[config.mk]
export PLATFORM = sky130hd
export DESIGN_NAME = pitch_sequencer
export DESIGN_NICKNAME = d
export VERILOG_FILES = /design/src/rtl/pitch_sequencer.sv
export SDC_FILE = /design/constraint.sdc
export NUM_CORES = 1
export LEC_CHECK = 0
export BUFFER_PORTS_ARGS = -buffer_cell sky130_fd_sc_hd__buf_4
export CAP_MARGIN = 25
export CORE_MARGIN = 3
export CORE_UTILIZATION = 45
export CTS_CLUSTER_SIZE = 40
export DETAILED_ROUTE_END_ITERATION = 8
export MAX_ROUTING_LAYER = met4
export PLACE_DENSITY = 0.69
export SETUP_SLACK_MARGIN = 0.15
export SLEW_MARGIN = 20
export SYNTH_ARGS = -nofsm -noshare
export SYNTH_HDL_FRONTEND = slang
export SYNTH_SLANG_ARGS = --single-unit
export TNS_END_PERCENT = 100
[constraint.sdc]
create_clock -name clk -period 5.02 [get_ports clk]
set_input_delay 1.004 -clock clk [delete_from_list [all_inputs] [get_ports clk]]
set_output_delay 1.004 -clock clk [all_outputs]
set_load 0.03 [all_outputs]
[src/rtl/pitch_sequencer.sv]
// Pitch sequencer: button start, timed wind-up, one-clk release strobe, speed/mode dependent flight, cool-down.
// Latency: one clk from start edge to ARM; timed states advance on tick. No backpressure; abort only before release.
module pitch_sequencer #(
    parameter int unsigned WINDUP_TICKS   = 3,
    parameter int unsigned COOLDOWN_TICKS = 4
) (
    input  logic       clk,
    input  logic       rstN,
    input  logic       tick,
    input  logic       pitchReq,
    input  logic       abortReq,
    input  logic [3:0] speedCode,
    input  logic [1:0] mode,
    output logic [2:0] state,
    output logic       busy,
    output logic [3:0] latchedSpeed,
    output logic [1:0] latchedMode,
    output logic [3:0] countdown,
    output logic       releasePulse,
    output logic [7:0] pitchCount
);
    typedef enum logic [2:0] {
        S_IDLE     = 3'd0,
        S_ARM      = 3'd1,
        S_WINDUP   = 3'd2,
        S_RELEASE  = 3'd3,
        S_FLIGHT   = 3'd4,
        S_COOLDOWN = 3'd5
    } state_t;

    localparam logic [3:0] WINDUP_LOAD   = WINDUP_TICKS[3:0];
    localparam logic [3:0] COOLDOWN_LOAD = COOLDOWN_TICKS[3:0];

    state_t     state_q;
    logic       req_q;
    logic       start;
    logic [3:0] mode_add;
    logic [3:0] flight_load;

    assign start = pitchReq & ~req_q;

    // latchedSpeed is clamped to 0..8, so 12 - speed + 3 never exceeds 15
    assign mode_add    = (latchedMode == 2'd2) ? 4'd3 :
                         (latchedMode == 2'd1) ? 4'd1 : 4'd0;
    assign flight_load = (4'd12 - latchedSpeed) + mode_add;

    assign state = state_q;
    assign busy  = (state_q != S_IDLE);

    always_ff @(posedge clk) begin
        if (!rstN) begin
            state_q      <= S_IDLE;
            req_q        <= 1'b1;
            countdown    <= 4'd0;
            releasePulse <= 1'b0;
            pitchCount   <= 8'd0;
            latchedSpeed <= 4'd3;
            latchedMode  <= 2'd0;
        end else begin
            req_q        <= pitchReq;
            releasePulse <= 1'b0;
            case (state_q)
                S_IDLE: begin
                    if (start) begin
                        state_q      <= S_ARM;
                        latchedSpeed <= (speedCode > 4'd8) ? 4'd8 : speedCode;
                        latchedMode  <= (mode == 2'd3) ? 2'd0 : mode;
                    end
                end
                S_ARM: begin
                    if (abortReq) begin
                        state_q   <= S_IDLE;
                        countdown <= 4'd0;
                    end else if (tick) begin
                        state_q   <= S_WINDUP;
                        countdown <= WINDUP_LOAD;
                    end
                end
                S_WINDUP: begin
                    if (abortReq) begin
                        state_q   <= S_IDLE;
                        countdown <= 4'd0;
                    end else if (tick) begin
                        if (countdown == 4'd1) begin
                            state_q      <= S_RELEASE;
                            countdown    <= 4'd0;
                            releasePulse <= 1'b1;
                            if (pitchCount != 8'hFF)
                                pitchCount <= pitchCount + 8'd1;
                        end else begin
                            countdown <= countdown - 4'd1;
                        end
                    end
                end
                S_RELEASE: begin
                    state_q   <= S_FLIGHT;
                    countdown <= flight_load;
                end
                S_FLIGHT: begin
                    if (tick) begin
                        if (countdown == 4'd1) begin
                            state_q   <= S_COOLDOWN;
                            countdown <= COOLDOWN_LOAD;
                        end else begin
                            countdown <= countdown - 4'd1;
                        end
                    end
                end
                S_COOLDOWN: begin
                    if (tick) begin
                        if (countdown == 4'd1) begin
                            state_q   <= S_IDLE;
                            countdown <= 4'd0;
                        end else begin
                            countdown <= countdown - 4'd1;
                        end
                    end
                end
                default: begin
                    state_q   <= S_IDLE;
                    countdown <= 4'd0;
                end
            endcase
        end
    end
endmodule

==> run_results.csv, run 1 <==
group,metric,value,unit
clock_tree,cts_buffers,3,
setup_path,cp_max_fo,18,
hold_path,whs_path_depth,2,
setup_path,critical-path-slowest-cell,"dfxtp_1",
finish,finish.cell_count_without_fillers,234,
setup_path,critical_path_arrival,1.50,ns
hold_path,min_to,"pitchCount[2]",
setup_path,r2r_end,"countdown[2]",
setup_path,worstReg2RegStart,"latchedMode[0]",
logic_synthesis,synth.cell_area,0.00141,mm²
finish,filler_cell_count,272,
global_route,initial_antenna_violation_count,0,
placed_design,setup_slack_placement,2.69,ns
route,ant_nets,0,
clock_tree,clock_path_buffers,2,
setup_path,critical_path_class,"reg -> out",
clock_tree,cts_hold_repair.buffers,0,
floorplanning,fp.dieArea,0.00384,mm²
global_route,grt_start_max_net_pins,26,
setup_path,start_kind,"register",
setup_path,ff2ff_setup_slack,2.99,ns
logic_synthesis,synth_commonest_cells,"23 x dfxtp_1, 16 x nand2_1, 11 x inv_1",
setup_path,path_cells,"nor3_1 -> inv_1 -> buf_4",
logic_synthesis,syn_inst,164,
placed_design,placement.io_buffers,33,
finish,antenna-diode-count,0,
power,power.leakage,0.731,nW
sta,finalHoldWorstSlack,0.532,ns
setup_path,path_buf_inv,2,
logic_synthesis,synthTopCellsByArea,"dfxtp_1 33%, ha_1 5.3%, nand2_1 4.3%",
global_route,first_global_vias,1112,
route,drt_wl_total,2900,µm
placed_design,place.detailed.hpwl,2160,µm
logic_synthesis,avgSynthCellArea,8.61,µm²
sta,clock-skew-final,0.00160,ns
setup_path,cp.required,4.02,ns
floorplanning,core_region_area,0.00288,mm²
sta,finalSetupViolations,0,
finish,design_area,0.00169,mm²
sta,layout_min_cycle_time,2.50,ns
route,post_drt_wl_per_cell,12.4,µm
power,power.density_cell_area,282,mW/mm²
clock_tree,tritoncts,"built",
global_route,overflow,0,
sta,final_slew_violations,0,
placed_design,placed_cell_area,0.00167,mm²
clock_tree,cts-htree-levels,1,
run_status,outcome,"completed",
sta,setup_ws,2.52,ns
sta,setup_tns_after_final_layout,0,ns
power,ir_worst_vdd,0.185,mV
floorplanning,start_util,0.491,
flow_run,maxCapViolCount,0,
route,drt_iter0_drc,63,
route,drt_drc_violations_left,0,
placed_design,dp_cell_count,230,
setup_path,cpLargestDelayFamily,"flip-flops",
setup_path,worst_r2r_path_depth,8,
logic_synthesis,warnings_synthesis,0,
hold_path,worst_hold_startpoint,"pitchCount[2]",
sta,unrepaired_setup_endpoints_after_global_routing,"false",
finish,drive_above_1_share,0.219,
logic_synthesis,yosysTopAreaCell,"dfxtp_1",
logic_synthesis,yosysSeqAreaShare,0.326,
route,drt_pass1_iterations,4,
logic_synthesis,mappedNetlistNets,182,
clock_tree,post_cts.repair.setup_buffers,0,
setup_path,cp_slowest_stage_delay,0.52,ns
hold_path,hold_removal_path_class,"reg -> reg",
sta,slew-limit-headroom,0.609,
floorplanning,std_cell_rows,19,
finish,area_growth_syn_to_layout,19.9,%
clock_tree,clockRootBuffer,"clkbuf_4",
logic_synthesis,synth_enable_flop_cells,0,
floorplanning,die_height,62.0,µm
logic_synthesis,synth.top_cell.area_share,0.326,
clock_tree,clock_slew_at_reported_path_ffs,0.13,ns
floorplanning,num_io_pins,34,
clock_tree,clock_insertion_delay_worst_skew,0.32,ns
placed_design,final_weighted_congestion_of_routability_driven_global_placement,0.829,
logic_synthesis,synth_most_common_cell,"dfxtp_1",
route,viasPerCell,5.26,
route,dr_total_vias,1230,
global_route,wire_length_of_the_first_global_routing_pass,4970,µm
logic_synthesis,async_flop_share,0,
sta,max_freq,0.399,GHz
global_route,grt_usage,0.178,
sta,worst_pin_slew,0.585,ns
sta,final_min_period_over_clock_period,0.499,
finish,design.final.nets,211,
setup_path,setup.worst_path.end_class,"output port",
logic_synthesis,ys.flop_type,"dfxtp_1",
sta,hold_viol_final,0,
logic_synthesis,yosys_register_bits,23,
clock_tree,cts.repair.resized,0,
floorplanning,fp.dieW,62.0,µm
clock_tree,number_of_clock_sinks_seen_by_cts,23,
logic_synthesis,number_of_distinct_library_cells_after_synthesis,46,
-- report_power, final --
part	switching (W)	internal, W	total (W)	leakage [nW]
sequential	0.0000310	0.000195	0.000226	0.186
combinational	0.0000898	0.0000732	0.000163	0.527
clock	0.0000591	0.0000299	0.0000890	0.0177
-- stage by stage --
| step | utilization | power [W] |
|---|---|---|
| after floorplan | - | 0.000353 |
| after global placement | 0.579 | 0.000391 |
| after detailed placement | 0.579 | 0.000394 |
| after CTS | 0.589 | 0.000481 |
| after global routing | 0.589 | 0.000509 |
| final | 0.589 | 0.000478 |
-- sequential cells by signal, indices dropped and copies added, names as in the netlist --
| name | cells |
|---|---|
| pitchCount | 8 |
| countdown | 4 |
| latchedSpeed | 4 |
| state | 3 |
| latchedMode | 2 |
| releasePulse | 1 |
| req_q | 1 |
-- metal layers --
metal	track usage	up-vias	part of all wire
met3	0.0310	5	0.033
met5	-	-	0
met4	0.0636	0	0.013
met1	0.231	570	0.48
met2	0.278	23	0.47
li1	-	632	-
-- kinds of logic (layout without fill, tap and decap cells) --
kind of cell               count (synthesis)  count (layout)  share of synthesized area
AOI/OAI and AO/OA                         33              33                      0.163
adders and majority gates                  7               7                     0.0674
and+or+nand+nor                           70              70                      0.309
muxes                                      4               4                     0.0293
buffers and inverters                     20              48                     0.0621
DFF                                       23              23                      0.326
xor gates and xnor gates                   7               7                     0.0434
-- worst max-delay path by stage --
stage          cells past startpoint  slack [ns]     start            end
5_1_grt                            3        2.41  state[0]           busy
3_3_place_gp                       6        2.77  abortReq  pitchCount[7]
3_5_place_dp                       6        2.69  abortReq  pitchCount[5]
4_1_cts                            3        2.52  state[0]           busy
2_1_floorplan                      6        2.81  abortReq  pitchCount[6]
6_report                           3        2.52  state[0]           busy
-- layout by cell type (no fill, tap or decap), drive strengths merged, types with 5 or more instances in the layout --
cell    count
nor2b       9
a21oi       7
inv        11
and2        5
ha          6
xnor2       5
buf        33
nand2b      5
o21ai       8
nand2      16
dfxtp      23
nor2        6
-- cell type report --
cell class	count	area, µm²	share of cell area
clock buffers	3	22.5	0.0133
inverters	11	41.3	0.0244
repair buffers	33	248	0.146
flip-flops and latches	23	460	0.272
multi-input cells	121	863	0.510
clock inverters	1	5.00	0.00296
well taps	42	52.6	0.0310
-- worst min-delay path: stages, from the launching register on --
cell      delay (ns)
dfxtp_1         0.36
o21ai_0         0.07
a21boi_0        0.07
Power figures use the tool's default switching activity.
==> run 2, diff against run 1 <==
--- a/config.mk
+++ b/config.mk
@@ -5,6 +5,7 @@
 export SDC_FILE = /design/constraint.sdc
 export NUM_CORES = 1
 export LEC_CHECK = 0
+export ABC_AREA = 1
 export BUFFER_PORTS_ARGS = -buffer_cell sky130_fd_sc_hd__buf_4
 export CAP_MARGIN = 25
 export CORE_MARGIN = 3
@@ -12,7 +13,7 @@
 export CTS_CLUSTER_SIZE = 40
 export DETAILED_ROUTE_END_ITERATION = 8
 export MAX_ROUTING_LAYER = met4
-export PLACE_DENSITY = 0.69
+export PLACE_DENSITY = 0.71
 export SETUP_SLACK_MARGIN = 0.15
 export SLEW_MARGIN = 20
 export SYNTH_ARGS = -nofsm -noshare
==> constraint.sdc (replaced) <==
create_clock -name clk -period 2.1 [get_ports clk]
set_input_delay 0.42 -clock clk [delete_from_list [all_inputs] [get_ports clk]]
set_output_delay 0.42 -clock clk [all_outputs]
set_load 0.03 [all_outputs]
==> run 2 against run 1 <==
  * Clock-buffer cell count is the same
  * Worst hold slack lost 0.23 ns
  * Sequential share of layout area is 2.1 points lower
  * Core utilization is 0.32 points lower
  * Non-clock buffer count grew 1
  * Global-route usage increased by 0.66 points
  * Clock power increased by 140%
  * Die area up 7.8%
  * Total power grew to 3.8 times the previous value
  * Largest power group is now combinational logic
  * Register-to-register slack lost 2.7 ns
  * Clock skew grew 0.0085 ns
  * Sequential power grew to 2.6 times the previous value
  * Highest routed layer unchanged
==> run_results.csv, run 2 <==
group,metric,value,unit
run_status,outcome,"completed",
hold_path,min_to,"latchedSpeed[0]",
setup_path,ff2ff_setup_slack,0.27,ns
finish,area_growth_syn_to_layout,20.3,%
clock_tree,clock_path_buffers,2,
finish,largest_register,"pitchCount",
finish,largestRegisters,"pitchCount x8, countdown x4, latchedSpeed x4",
power,pwr-share-seq,0.322,
logic_synthesis,synth.cell_area,0.00153,mm²
route,post_drt_wl_per_cell,10.9,µm
sta,setup_ws,0.270,ns
finish,finish.cell_count_without_fillers,309,
logic_synthesis,synthSimpleGateAreaFrac,0.410,
logic_synthesis,synth-compound-area-share,0.0954,
sta,unrepaired_setup_endpoints_after_global_routing,"false",
sta,clock-skew-final,0.0101,ns
route,drt_iter0_drc,79,
logic_synthesis,avgSynthCellArea,6.64,µm²
setup_path,critical_path_arrival,2.02,ns
clock_tree,tritoncts,"built",
sta,worst_pin_slew,0.443,ns
setup_path,worst_r2r_path_depth,9,
power,ir_worst_vdd,0.491,mV
logic_synthesis,synth_commonest_cells,"62 x nand2_1, 31 x nor2_1, 23 x dfxtp_1",
placed_design,dp_cell_count,305,
sta,final_min_period_over_clock_period,0.872,
clock_tree,clockRootBuffer,"clkbuf_4",
global_route,grt_start_max_net_pins,15,
finish,design.final.nets,284,
setup_path,path_cells,"inv_1 -> ha_1 -> ha_2 -> fa_2 -> nor2_1 -> nor2_1 -> nand3_1 -> nand2_1 -> a21oi_1",
floorplanning,core_region_area,0.00315,mm²
power,final_total_pwr,0.00182,W
global_route,grt_usage,0.185,
global_route,initial_antenna_violation_count,0,
floorplanning,fp.dieArea,0.00415,mm²
power,power.density_cell_area,988,mW/mm²
logic_synthesis,syn_inst,231,
power,combPwrFrac,0.561,
clock_tree,clock_insertion_delay_worst_skew,0.31,ns
setup_path,r2r_end,"countdown[1]",
finish,largest_reg_flops,8,
logic_synthesis,yosys_register_bits,23,
logic_synthesis,synth_xor_area_frac,0.0343,
finish,layout.cells.most_common_list,"62 x nand2_1, 34 x buf_4, 31 x nor2_1, 22 x inv_1, 21 x dfxtp_1",
setup_path,cp.required,2.29,ns
floorplanning,start_util,0.487,
setup_path,critPathMostFrequentCell,"nor2_1",
power,power_frac_clock,0.117,
placed_design,place.detailed.hpwl,2690,µm
finish,most_frequent_standard_cell_in_the_layout_excluding_fill_and_tap_cells,"nand2_1",
power,power.leakage,0.922,nW
setup_path,start_kind,"register",
logic_synthesis,synth.mux.area_fraction,0,
hold_path,hold_removal_path_class,"in -> reg",
route,drt_wl_total,3360,µm
power,switching_share,0.488,
sta,slew-limit-headroom,0.704,
logic_synthesis,ys.flop_type,"dfxtp_1",
route,ant_nets,0,
sta,hold_viol_final,0,
logic_synthesis,synth_enable_flop_cells,0,
setup_path,cp_max_fo,2,
logic_synthesis,yosysTopAreaCell,"dfxtp_1",
route,dr_total_vias,1466,
clock_tree,number_of_clock_sinks_seen_by_cts,23,
global_route,wire_length_of_the_first_global_routing_pass,6070,µm
floorplanning,die_height,64.4,µm
hold_path,whs_path_depth,3,
logic_synthesis,async_flop_share,0,
logic_synthesis,mappedNetlistNets,249,
setup_path,cp_slowest_stage_delay,0.51,ns
logic_synthesis,yosysSeqAreaShare,0.300,
power,netSwitchingPower,0.000890,W
clock_tree,clock_slew_at_reported_path_ffs,0.13,ns
floorplanning,fp.dieW,64.4,µm
hold_path,worst_hold_startpoint,"speedCode[0]",
sta,layout_min_cycle_time,1.83,ns
placed_design,setup_slack_placement,0.210,ns
finish,final_core_utilization,0.585,
logic_synthesis,synth_most_common_cell,"nand2_1",
finish,antenna-diode-count,0,
logic_synthesis,combinational_family_with_the_most_area_after_synthesis,"simple AND/OR/NAND/NOR gates",
sta,finalSetupViolations,0,
setup_path,critical_path_class,"reg -> reg",
setup_path,critical-path-slowest-cell,"fa_2",
logic_synthesis,warnings_synthesis,0,
logic_synthesis,number_of_distinct_library_cells_after_synthesis,30,
global_route,overflow,0,
sta,max_freq,0.546,GHz
placed_design,placement.io_buffers,33,
clock_tree,cts_buffers,3,
logic_synthesis,synth.top_cell.area_share,0.300,
floorplanning,num_io_pins,34,
logic_synthesis,synthTopCellsByArea,"dfxtp_1 30%, nand2_1 15%, nor2_1 7.6%",
floorplanning,std_cell_rows,20,
logic_synthesis,synthAdderAreaFrac,0.0620,
route,drt_pass1_iterations,4,
placed_design,final_weighted_congestion_of_routability_driven_global_placement,0.890,
finish,drive_above_1_share,0.279,
clock_tree,cts-htree-levels,1,
power,internal_power,0.000934,W
global_route,first_global_vias,1374,
route,viasPerCell,4.74,
flow_run,maxCapViolCount,0,
route,drt_drc_violations_left,0,
setup_path,worstReg2RegStart,"latchedMode[0]",
finish,filler_cell_count,334,
sta,final_slew_violations,0,
sta,setup_tns_after_final_layout,0,ns
setup_path,setup.worst_path.end_class,"register",
clock_tree,post_cts.repair.setup_buffers,0,
[run 2: cell count changes in the layout (fill, tap and decap cells not counted), sizes merged, moves of 5 or more]
cell and change:
a21oi +10, and2 -5, inv +20, nand2 +56, nand2b -5, nand3 +9, nor2 +33, nor2b -9
[run 2: how the worst max path moves through the flow]
stage,start,to,slack [ns],depth (start not counted)
final,latchedMode[0],countdown[1],0.27,9
after CTS,latchedMode[0],countdown[2],0.20,12
after detailed placement,latchedMode[0],countdown[2],0.21,12
after global routing,latchedMode[0],countdown[2],0.17,12
after floorplan,latchedMode[0],countdown[2],0.17,12
after global placement,latchedMode[0],countdown[2],0.27,12
[run 2: kinds of logic after synthesis]
| kind of cell | Yosys count |
|---|---|
| flip-flops | 23 |
| buffers and inverters | 35 |
| AO/OA/AOI/OAI | 27 |
| AND/OR/NAND/NOR | 133 |
| XOR/XNOR | 6 |
| adder cells (fa/ha/maj) | 7 |
[run 2: final cells by class]
type                       count  area [µm²]  share of cell area
clock buffer                   3        22.5              0.0122
clock inverter                 1        5.00             0.00271
multi-input combinational    173         928               0.503
tap                           44        55.1              0.0298
timing repair buffer          34         255               0.138
sequential                    23         463               0.251
inverter                      31         116              0.0631
[run 2: timing repair]
item / in CTS / in global routing
setup endpoints to repair: 0 / 1
hold buffers: 0 / 0
resized for setup: 0 / 2
[run 2: worst max-delay path: cells and delay by family (launching register included)]
family,cells,cell delay (ns)
fa+ha+maj,3,0.99
flops,1,0.35
simple gates,4,0.28
compound gates,1,0.06
buf+inv,1,0.05
[run 2: per-layer routing]
metal,wire [µm],up-vias,track usage
li1,-,799,-
met1,1700,628,0.258
met2,1430,33,0.277
met3,153,6,0.0281
met4,70,0,0.0528
met5,0,-,-
[run 2: power groups by stage]
stage / registers [W] / logic, W / clock network, W
floorplan: 0.000681 / 0.000688 / 0
global placement: 0.000595 / 0.00101 / 0
detailed placement: 0.000597 / 0.00102 / 0
CTS: 0.000587 / 0.00102 / 0.000218
global route: 0.000601 / 0.00115 / 0.000233
finish: 0.000587 / 0.00102 / 0.000213
[run 2: stage by stage]
| step | instance area, µm² | hold slack (ns) |
|---|---|---|
| after floorplan | 1540 | 0.530 |
| after global placement | 1810 | 0.466 |
| after detailed placement | 1810 | 0.476 |
| after CTS | 1840 | 0.296 |
| after global routing | 1850 | 0.332 |
| final | 1850 | 0.300 |
==> run 3, diff against run 2 <==
--- a/config.mk
+++ b/config.mk
@@ -5,7 +5,6 @@
 export SDC_FILE = /design/constraint.sdc
 export NUM_CORES = 1
 export LEC_CHECK = 0
-export ABC_AREA = 1
 export BUFFER_PORTS_ARGS = -buffer_cell sky130_fd_sc_hd__buf_4
 export CAP_MARGIN = 25
 export CORE_MARGIN = 3
@@ -13,7 +12,7 @@
 export CTS_CLUSTER_SIZE = 40
 export DETAILED_ROUTE_END_ITERATION = 8
 export MAX_ROUTING_LAYER = met4
-export PLACE_DENSITY = 0.71
+export PLACE_DENSITY = 0.72
 export SETUP_SLACK_MARGIN = 0.15
 export SLEW_MARGIN = 20
 export SYNTH_ARGS = -nofsm -noshare
==> run 3 against run 2 <==
  * Total power down 35%
  * Sequential power fell by 13%
  * Sequential cell count stayed put
  * Via count down 17%
  * Cell area decreased by 6.6%
  * Sequential share of layout area up 1.9 points
  * Register-to-register slack worse by 0.03 ns
  * Critical path depth shrank 4
  * Clock-buffer cell count unchanged
  * Wire length is 8.8% lower
==> run_results.csv, run 3 (synthesis gave the netlist of run 1 again) <==
group,metric,value,unit
global_route,grt_start_max_net_pins,26,
sta,setup_tns_after_final_layout,0,ns
clock_tree,tritoncts,"built",
route,viasPerCell,5.15,
setup_path,critical-path-slowest-cell,"or3b_1",
setup_path,cp.required,2.37,ns
route,ant_nets,0,
finish,largestRegisters,"pitchCount x8, countdown x4, latchedSpeed x4",
clock_tree,number_of_clock_sinks_seen_by_cts,23,
finish,drive_above_1_share,0.253,
placed_design,place.detailed.hpwl,2280,µm
finish,layout.cells.most_common_list,"35 x buf_4, 21 x dfxtp_1, 16 x nand2_1, 11 x inv_1, 9 x nor2b_1",
sta,worst_pin_slew,0.456,ns
finish,design.final.nets,213,
sta,clock-skew-final,0.000922,ns
global_route,first_global_vias,1106,
setup_path,ff2ff_setup_slack,0.24,ns
clock_tree,post_cts.repair.setup_buffers,0,
power,power.density_cell_area,688,mW/mm²
global_route,wire_length_of_the_first_global_routing_pass,4970,µm
sta,final_min_period_over_clock_period,0.887,
hold_path,hold_removal_path_class,"in -> reg",
route,drt_pass1_iterations,4,
finish,most_frequent_standard_cell_in_the_layout_excluding_fill_and_tap_cells,"buf_4",
floorplanning,fp.dieArea,0.00384,mm²
global_route,initial_antenna_violation_count,0,
floorplanning,die_height,62.0,µm
global_route,grt_usage,0.181,
sta,final_slew_violations,0,
clock_tree,clock_path_buffers,2,
sta,hold_viol_final,0,
clock_tree,cts_hold_repair.buffers,0,
floorplanning,core_region_area,0.00288,mm²
sta,finalSetupViolations,0,
sta,unrepaired_setup_endpoints_after_global_routing,"true",
run_status,outcome,"completed",
power,ir_worst_vdd,0.536,mV
setup_path,start_kind,"register",
route,post_drt_wl_per_cell,13.0,µm
global_route,overflow,0,
finish,largest_reg_flops,8,
floorplanning,std_cell_rows,19,
power,final_total_pwr,0.00119,W
clock_tree,cts-htree-levels,1,
setup_path,cp_slowest_stage_delay,0.46,ns
floorplanning,num_io_pins,34,
setup_path,path_cells,"ha_1 -> or3b_1 -> nand4bb_4 -> or3_1 -> a21boi_1",
power,power.leakage,0.745,nW
finish,antenna-diode-count,0,
finish,filler_cell_count,263,
sta,layout_min_cycle_time,1.86,ns
clock_tree,clock_slew_at_reported_path_ffs,0.13,ns
setup_path,critical_path_arrival,2.13,ns
clock_tree,clockRootBuffer,"clkbuf_4",
floorplanning,start_util,0.491,
sta,setup_ws,0.237,ns
setup_path,cp_max_fo,5,
route,drt_iter0_drc,40,
placed_design,placement.io_buffers,33,
setup_path,setup.worst_path.end_class,"register",
clock_tree,cts_buffers,3,
flow_run,maxCapViolCount,0,
floorplanning,fp.dieW,62.0,µm
finish,final_core_utilization,0.599,
placed_design,final_weighted_congestion_of_routability_driven_global_placement,0.877,
sta,slew-limit-headroom,0.696,
sta,max_freq,0.537,GHz
clock_tree,clock_insertion_delay_worst_skew,0.32,ns
route,dr_total_vias,1216,
route,drt_wl_total,3060,µm
route,drt_drc_violations_left,0,
setup_path,critical_path_class,"reg -> reg",
finish,largest_register,"pitchCount",
placed_design,setup_slack_placement,0.139,ns
finish,area_growth_syn_to_layout,22.2,%
-- run 3: cell count changes in the layout (fill, tap and decap cells not counted), sizes merged, moves of 9 or more --
cell / change
a21oi: -10
inv: -19
nand2: -56
nand3: -9
nor2: -33
nor2b: +9
-- run 3: per-layer routing --
metal / vias to the layer above / part of all wire / global-route usage
met3: 6 / 0.038 / 0.0351
met2: 28 / 0.47 / 0.283
li1: 637 / - / -
met1: 545 / 0.47 / 0.226
met5: - / 0 / -
met4: 0 / 0.016 / 0.0788
-- run 3: stage by stage --
| step | std cells | hold WS [ns] | area, µm² |
|---|---|---|---|
| 2_1_floorplan | 164 | 0.493 | 1420 |
| 4_1_cts | 236 | 0.293 | 1720 |
| 3_5_place_dp | 232 | 0.518 | 1690 |
| 5_1_grt | 236 | 0.289 | 1720 |
| 6_report | 236 | 0.295 | 1720 |
| 3_3_place_gp | 232 | 0.508 | 1690 |
-- run 3: path summary, 6_finish.rpt --
check / from / endpoint / depth (start not counted)
worst max-delay path: countdown[0] / pitchCount[6] / 5
worst min-delay path: pitchReq / req_q / 2
worst max register to register: countdown[0] / pitchCount[6] / 5
worst min register to register: pitchCount[3] / pitchCount[3] / 2
-- run 3: cell type report --
cell class                      instances  area, µm²  area share
Sequential cell                        23        465       0.270
Timing Repair Buffer                   35        263       0.152
Multi-Input combinational cell        121        873       0.507
Clock buffer                            3       22.5      0.0131
Tap cell                               42       52.6      0.0305
Clock inverter                          1       6.26     0.00363
Inverter                               11       41.3      0.0239
-- run 3: critical path: cells and delay by family, from the launching register on --
family | cells | cell delay [ns]
AND/OR/NAND/NOR | 3 | 1.03
flip-flops | 1 | 0.43
adder cells (fa/ha/maj) | 1 | 0.22
AO/OA/AOI/OAI | 1 | 0.14
-- run 3: power breakdown --
group	internal, W	switching, W	total [W]
Sequential	0.000466	0.0000453	0.000511
Clock	0.0000744	0.000146	0.000221
Combinational	0.000195	0.000259	0.000454
Total	0.000735	0.000450	0.00119
-- run 3: timing repair --
action                                 CTS  global route
pin swaps                                0             1
gates resized for setup                  1             3
setup endpoints to repair                1             4
gates cloned                             0             0
endpoints found under the hold margin    0             0
